## src/rtl/tt_um_rs_bcd2bin.sv

```systemverilog
// Three-digit BCD (000..255) to 8-bit binary converter using reverse double-dabble,
// one shift/adjust step per clock, with start edge detection and busy/done/err flags.
module tt_um_rs_bcd2bin (
   input  logic       clk,
   input  logic       rst_n,
   input  logic       ena,
   input  logic [7:0] ui_in,
   input  logic [7:0] uio_in,
   output logic [7:0] uo_out,
   output logic [7:0] uio_out,
   output logic [7:0] uio_oe
);

   typedef enum logic {IDLE, CONV} state_t;

   state_t      state;
   logic [2:0]  step_cnt;
   logic        start_q;
   logic        start_armed;
   logic [11:0] bcd_sr;
   logic [7:0]  bin_sr;
   logic [7:0]  result_q;
   logic        busy_q;
   logic        done_q;
   logic        err_q;

   logic        start_in;
   logic        start_event;
   logic [3:0]  hundreds;
   logic [3:0]  tens;
   logic [3:0]  ones;
   logic        operand_invalid;
   logic [19:0] shifted;
   logic [11:0] bcd_next;
   logic [7:0]  bin_next;
   logic        unused;

   assign start_in = uio_in[4];
   assign hundreds = uio_in[3:0];
   assign tens     = ui_in[7:4];
   assign ones     = ui_in[3:0];
   assign unused   = &{ena, uio_in[7:5], 1'b0};

   // start_armed stays low after reset until start is seen low, so a start
   // line already held high while leaving reset cannot fire a conversion.
   assign start_event = start_in && !start_q && start_armed;

   assign operand_invalid = (hundreds > 4'd9) || (tens > 4'd9) || (ones > 4'd9) ||
                            (hundreds > 4'd2) ||
                            ((hundreds == 4'd2) && (tens > 4'd5)) ||
                            ((hundreds == 4'd2) && (tens == 4'd5) && (ones > 4'd5));

   function automatic logic [3:0] adjust(input logic [3:0] d);
      return (d >= 4'd8) ? (d - 4'd3) : d;
   endfunction

   // One reverse double-dabble step: shift the whole chain right, then pull
   // 3 out of any BCD digit that received a carried-in half from the left.
   assign shifted  = {bcd_sr, bin_sr} >> 1;
   assign bin_next = shifted[7:0];
   assign bcd_next = {adjust(shifted[19:16]), adjust(shifted[15:12]), adjust(shifted[11:8])};

   always_ff @(posedge clk or negedge rst_n) begin
      if (!rst_n) begin
         state       <= IDLE;
         step_cnt    <= 3'd0;
         start_q     <= 1'b0;
         start_armed <= 1'b0;
         bcd_sr      <= 12'd0;
         bin_sr      <= 8'd0;
         result_q    <= 8'd0;
         busy_q      <= 1'b0;
         done_q      <= 1'b0;
         err_q       <= 1'b0;
      end else begin
         start_q <= start_in;
         if (!start_in) begin
            start_armed <= 1'b1;
         end
         case (state)
            IDLE: begin
               if (start_event) begin
                  if (operand_invalid) begin
                     result_q <= 8'hFF;
                     err_q    <= 1'b1;
                     done_q   <= 1'b1;
                     busy_q   <= 1'b0;
                  end else begin
                     bcd_sr   <= {hundreds, tens, ones};
                     bin_sr   <= 8'd0;
                     step_cnt <= 3'd0;
                     err_q    <= 1'b0;
                     done_q   <= 1'b0;
                     busy_q   <= 1'b1;
                     state    <= CONV;
                  end
               end
            end
            CONV: begin
               bcd_sr   <= bcd_next;
               bin_sr   <= bin_next;
               step_cnt <= step_cnt + 3'd1;
               if (step_cnt == 3'd7) begin
                  result_q <= bin_next;
                  done_q   <= 1'b1;
                  busy_q   <= 1'b0;
                  state    <= IDLE;
               end
            end
            default: state <= IDLE;
         endcase
      end
   end

   assign uo_out  = result_q;
   assign uio_out = {err_q, done_q, busy_q, 5'b00000};
   assign uio_oe  = 8'b1110_0000;

endmodule

```

## config.mk

```make
export PLATFORM = sky130hd
export DESIGN_NAME = tt_um_rs_bcd2bin
export DESIGN_NICKNAME = d
export VERILOG_FILES = /design/src/rtl/tt_um_rs_bcd2bin.sv
export SDC_FILE = /design/constraint.sdc
export NUM_CORES = 1
export LEC_CHECK = 0
export CAP_MARGIN = 20
export CORE_MARGIN = 1.5
export CORE_UTILIZATION = 54
export CTS_CLUSTER_SIZE = 30
export DETAILED_ROUTE_END_ITERATION = 6
export PLACE_DENSITY_LB_ADDON = 0.08
export SYNTH_ARGS = -nofsm -noshare
export SYNTH_HDL_FRONTEND = slang
export SYNTH_SLANG_ARGS = --single-unit
```

## constraint.sdc

```tcl
create_clock -name clk -period 4 [get_ports clk]
set_input_delay 1.2 -clock clk [delete_from_list [all_inputs] [get_ports clk]]
set_output_delay 1.2 -clock clk [all_outputs]
set_load 0.005 [all_outputs]
```

==> out/results.ini, run 1 <==
[logic_synthesis]
ys_ff_latch=36
synthSimpleGateAreaFrac_pct=16.44
synth_top_family_by_area=compound AO/OA/AOI/OAI gates
ys.flop_type=dfrtp_1
synth_cell_types=39
synthXorXnorAreaFrac_pct=1.798
ys_warn_count=0
synthArstFlopShare_pct=100.0
ys_seq_area_share_pct=46.24
synth.cell_area_um2=1948
synth-compound-area-share_pct=19.72
synthMuxAreaShare_pct=1.028
synthCells=215
synth_edf_count=0
synthAdderAreaFrac_pct=3.854
synth.avg_cell_area_um2=9.061

[setup_path]
cp-end-kind=register
cpPeakStageDelay_ns=0.48
cp_data_arrival_time_ns=2.95
cp_max_fo=15
crit_buf_inv=2
cp_top_family=buffers and inverters
crit_slowest_cell=clkdlybuf4s50_1
path_class=in -> reg
start_kind=primary input
cp_cell_sequence=clkdlybuf4s50_1, a211oi_2, nand4_1, buf_4, o21ai_2, o221ai_1
required_ns=4.19

[route]
detail-route-antenna-nets=0
first_pass_iters=4
detail_route.wl_per_cell_um=14.48
routed_wl_mm=4.084
num_vias=1552
drc=0
drt_first_iter_violations=81
via_per_inst=5.504

[floorplan]
die_area_um2=3977
ios=43
initial_core_util_pct=57.48
dieHeight_um=63.07
rows=21
coreArea_um2=3390
fp.dieW_um=63.07

[clocking]
cts.sinks=36
cts_setup_buffers=0
hold_buffers=0
cts_resized=0
h-tree-depth=2
clock-root-buffer=clkbuf_4
cts.clk_slew.worst_paths_ns=0.11
clk_latency_ns=0.34
clk_path_buf_depth=2
numCtsBuffers=5
cts_tree=done

[placed_design]
gp_congestion=0.7710
port_buffers=25
dp_hpwl_mm=2.886
dp_worst_setup_slack_ns=0.9210

[global_route]
gr-total-overflow=0
grt_pass1_vias=1564
track_usage_pct=22.27
grt_pass1_wl_mm=6.844
grt_max_degree=37
antenna_found_initial=0

[outcome]
status=finished clean

[worst_hold_path]
hp-class=reg -> reg

[sta]
setup_viol=0
rsz0062_at_grt=no
maxSlewHeadroom_pct=60.38
tightest_slew_ns=0.5937
setup_tns_ns=0
fin_skew_ns=0.01157
slew_viol_final=0
min_period_over_period_pct=68.89
fin_crit_ns=2.755
finalHoldViolations=0
layout_setup_ws_ns=1.245
max_freq_mhz=362.9

[layout]
areaGrowthSynthToFinish_pct=14.19
antenna_cells=0
drive_gt1_share_pct=7.627
finalNetCount=260

[job]
drv_cap=0

[pwr]
leakagePower_nw=0.9637
peakVddDrop_mv=0.2817
cellPowerDensity_nw_per_um2=614.7

## metal layers
layer | vias to the layer above | GRT usage [%] | part of all wire [%]
met2 | 40 | 40.96 | 53
met3 | 5 | 4.464 | 3.9
li1 | 758 | - | -
met4 | 0 | 6.111 | 0.93
met5 | - | 0 | 0
met1 | 749 | 26.22 | 42
## layout by cell type, fill, tap and decap left out, drive strengths merged, types with 2 or more instances in the layout
master         netlist  layout
a21boi               2       2
a21o                 2       2
a21oi                5       5
a22oi                2       2
a31oi                9       9
and3                 2       2
buf                 23       4
clkbuf               4       6
clkdlybuf4s50        0      25
conb                 2      13
dfrtp               36      36
ha                   6       6
inv                  7       7
mux2i                2       2
nand2               33      33
nand2b               2       2
nand3               18      18
nand4                3       3
nor2                 6       6
o21ai               35      35
o22ai                2       2
xnor2                3       3
## synthesized netlist by cell type, types with 2 or more instances
cell type  count  share of area [%]
dfrtp_1       36                 46
nand2_1       33                6.4
o21ai_1       29                7.5
nand3_1       18                4.6
buf_4         17                6.6
a31oi_1        9                2.9
inv_1          7                1.3
ha_1           6                3.9
nor2_1         6                1.2
a21oi_1        5                1.3
buf_2          5                1.3
clkbuf_1       4               0.77
o21ai_0        4                1.0
nand4_1        3               0.96
xnor2_1        3                1.3
a21boi_0       2               0.77
a21o_1         2               0.77
a22oi_1        2               0.77
conb_1         2               0.39
mux2i_1        2                1.0
nand2b_1       2               0.64
## final timing paths
| kind | startpoint | endpoint | slack (ns) | cells after the start |
|---|---|---|---|---|
| max reg2reg | start_q | bcd_sr[6] | 2.28 | 5 |
| max | ui_in[5] | bcd_sr[6] | 1.24 | 6 |
| max in group asynchronous | rst_n | step_cnt[0] | 2.40 | 2 |
| min | uo_out[1] | uo_out[1] | 0.50 | 2 |
| min reg2reg | uo_out[1] | uo_out[1] | 0.50 | 2 |
| min in group asynchronous | rst_n | bin_sr[5] | 1.27 | 2 |
## layout make-up
| type | count | area, um^2 |
|---|---|---|
| multi-input combinational | 156 | 883.3 |
| sequential | 36 | 900.9 |
| inverter | 7 | 26.28 |
| clock inverter | 2 | 35.03 |
| clock buffer | 6 | 41.29 |
| timing repair buffer | 29 | 280.3 |
| fill | 300 | 1165 |
| tap | 46 | 57.56 |
## cell families (layout without fill, tap and decap cells)
logic type,Yosys count,count (layout)
xor+xnor,4,4
fa+ha+maj,6,6
mux,2,2
simple gates,69,69
compound gates,62,62
other cells,2,13
buf+inv,34,44
flops,36,36
## flip-flops by register name (all words and copies together) (netlist names)
| register | flops |
|---|---|
| bcd_sr | 12 |
| uo_out | 8 |
| bin_sr | 7 |
| step_cnt | 3 |
| busy_q | 1 |
| done_q | 1 |
| err_q | 1 |
| start_armed | 1 |
| start_q | 1 |
| state | 1 |
## stage by stage
stage          power [W]  hold slack, ns  utilization, %  cell area [um^2]  instances
2_1_floorplan  0.0009696          0.4502               -              1989        226
3_3_place_gp    0.001085          0.4671           63.38              2148        274
3_5_place_dp    0.001126          0.4786           63.38              2148        274
4_1_cts         0.001377          0.5062           65.63              2225        282
5_1_grt         0.001478          0.5195           65.63              2225        282
6_report        0.001368          0.5005           65.63              2225        282
## worst register-to-register path, cell delays in order, from the launching register on
cell      delay [ns]
dfrtp_1         0.38
and3b_1         0.30
nand4_1         0.29
buf_4           0.31
o21ai_2         0.17
o221ai_1        0.13
## power breakdown
group          internal, W  leakage (nW)  total (W)  switching [W]
clock network     0.000131        0.0422   0.000251       0.000120
registers         0.000492         0.412   0.000600       0.000108
logic             0.000248         0.510   0.000517       0.000268
Note: power is estimated with default switching activity, not from simulation.
==> run 2: changes to the inputs <==
--- a/config.mk
+++ b/config.mk
@@ -7,7 +7,7 @@
 export LEC_CHECK = 0
 export CAP_MARGIN = 20
 export CORE_MARGIN = 1.5
-export CORE_UTILIZATION = 54
+export CORE_UTILIZATION = 45
 export CTS_CLUSTER_SIZE = 30
 export DETAILED_ROUTE_END_ITERATION = 6
 export PLACE_DENSITY_LB_ADDON = 0.08
==> constraint.sdc (replaced) <==
create_clock -name clk -period 2.5 [get_ports clk]
set_input_delay 0.75 -clock clk [delete_from_list [all_inputs] [get_ports clk]]
set_output_delay 0.75 -clock clk [all_outputs]
set_load 0.005 [all_outputs]
==> run 2 against run 1 <==
  * Global-route usage fell by 2.4 points
  * Non-clock buffer count rose by 4
  * Worst hold slack got worse by 0.014 ns
  * Register-to-register slack got worse by 1.3 ns
  * Worst setup slack got worse by 0.86 ns
  * Largest cell class unchanged
==> out/results.ini, run 2 (synthesized netlist as in run 1, its figures left out) <==
[outcome]
status=finished clean

[route]
detail-route-antenna-nets=0  ; unchanged
routed_wl_mm=4.043  ; -1.0%
num_vias=1506  ; -3.0%
detail_route.wl_per_cell_um=13.94  ; -3.7%
drc=0  ; unchanged
drt_first_iter_violations=94  ; +16%
first_pass_iters=4  ; unchanged
via_per_inst=5.193  ; -5.6%

[sta]
finalHoldViolations=0  ; unchanged
layout_setup_ws_ns=0.3801  ; -0.8645 ns
setup_tns_ns=0  ; unchanged
rsz0062_at_grt=no
min_period_over_period_pct=84.80
fin_hold_ws_ns=0.4869  ; -0.01355 ns
fin_skew_ns=0.006866  ; -0.004699 ns
slew_viol_final=0  ; unchanged
max_freq_mhz=471.7
setup_viol=0  ; unchanged
fin_crit_ns=2.120

[clocking]
numCtsBuffers=5  ; unchanged
h-tree-depth=2  ; unchanged
cts.clk_slew.worst_paths_ns=0.07  ; -0.04 ns
clk_latency_ns=0.29  ; -0.05 ns
cts_tree=done
hold_buffers=0  ; unchanged
clock-root-buffer=clkbuf_8
cts_setup_buffers=0  ; unchanged
clk_path_buf_depth=2  ; unchanged
cts_resized=0  ; unchanged
cts.sinks=36  ; unchanged

[global_route]
grt_max_degree=37  ; unchanged
grt_pass1_wl_mm=6.824  ; -0.29%
antenna_found_initial=0  ; unchanged
gr-total-overflow=0  ; unchanged
track_usage_pct=19.83  ; -2.4 points
grt_pass1_vias=1418  ; -9.3%

[placed_design]
dp_worst_setup_slack_ns=0.09231  ; -0.8287 ns
dp_hpwl_mm=2.901  ; +0.52%
gp_congestion=0.7530  ; -2.3%
placed_cells=282  ; +2.9%
port_buffers=25  ; unchanged

[layout]
drive_gt1_share_pct=9.167  ; +1.5 points
layout_commonest_cell=dfrtp_1
layout_common_cells=dfrtp_1, nand2_1, o21ai_1
antenna_cells=0  ; unchanged
stdcell_count=290  ; +2.8%
largest_reg_flops=12  ; unchanged
areaGrowthSynthToFinish_pct=17.53
finalNetCount=264  ; +1.5%
finish.utilization_pct=56.03  ; -9.6 points
largest-register=bcd_sr

[floorplan]
ios=43  ; unchanged
initial_core_util_pct=47.67  ; -9.8 points
dieHeight_um=68.80  ; +9.1%
fp.dieW_um=68.80  ; +9.1%
rows=23  ; +9.5%
die_area_um2=4733  ; +19%
coreArea_um2=4086  ; +21%

[worst_hold_path]
hp-start=step_cnt[0]
min_path_cells=1  ; -1
whs_endpoint=step_cnt[0]
hp-class=reg -> reg

[setup_path]
reg2reg_to=uo_out[7]
path_class=in -> reg
required_ns=2.66  ; -1.53 ns
reg2reg_depth=6  ; +1
cp_max_fo=15  ; unchanged
reg2reg_from=step_cnt[0]
start_kind=primary input
cp_data_arrival_time_ns=2.28  ; -0.67 ns
cp-end-kind=register
r2r_slack_ns=0.97  ; -1.31 ns

[pwr]
peakVddDrop_mv=0.5789  ; +110%
cellPowerDensity_nw_per_um2=975.4  ; +59%
leakagePower_nw=0.9900  ; +2.7%

[job]
drv_cap=0  ; unchanged

-- run 2: cell count changes in the layout (fill, tap and decap cells not counted) --
cell and change:
buf_12 +1, buf_4 +3, bufinv_16 -1, clkbuf_4 -5, clkbuf_8 +6, clkinv_2 -1, clkinvlp_4 +1
-- run 2: area by class of cell --
class	count	area, um^2
well taps	50	62.56
multi-input cells	156	883.3
inverters	7	26.28
clock buffers	7	86.33
flip-flops and latches	36	900.9
clock inverters	1	7.507
fillers	369	1797
repair buffers	33	322.8
-- run 2: where the power goes --
part | internal, W | leakage, nW | switching, W
Clock | 0.000224 | 0.0445 | 0.000211
Sequential | 0.000789 | 0.412 | 0.000182
Combinational | 0.000412 | 0.534 | 0.000415
Total | 0.00142 | 0.990 | 0.000809
-- run 2: worst max-delay path by stage --
stage | start | end | slack [ns] | cells after the start
6_report | ui_in[5] | bcd_sr[6] | 0.38 | 6
5_1_grt | ui_in[5] | bcd_sr[6] | 0.28 | 6
4_1_cts | ui_in[5] | bcd_sr[6] | 0.38 | 6
3_5_place_dp | ui_in[5] | bcd_sr[6] | 0.09 | 6
3_3_place_gp | ui_in[5] | bcd_sr[6] | 0.12 | 6
2_1_floorplan | ui_in[5] | bcd_sr[6] | 0.81 | 5
-- run 2: critical path, stage by stage --
cell,delay [ns]
clkdlybuf4s50_1,0.49
a211oi_2,0.33
nand4_1,0.16
buf_4,0.23
o21ai_2,0.18
o221ai_1,0.13
-- run 2: layer usage --
layer / track usage, % / part of all wire, % / vias to the layer above / routed length (um)
met4: 8.088 / 1.2 / 0 / 48
met2: 30.41 / 45 / 28 / 1832
met1: 27.45 / 50 / 708 / 2032
li1: - / - / 765 / -
met5: 0 / 0 / - / 0
met3: 3.896 / 3.2 / 5 / 131
-- run 2: through the flow --
stage | cell area (um^2) | total power, W
6_report | 2290 | 0.002233
5_1_grt | 2290 | 0.002435
4_1_cts | 2290 | 0.002255
3_5_place_dp | 2196 | 0.001813
3_3_place_gp | 2196 | 0.001764
2_1_floorplan | 1989 | 0.001551
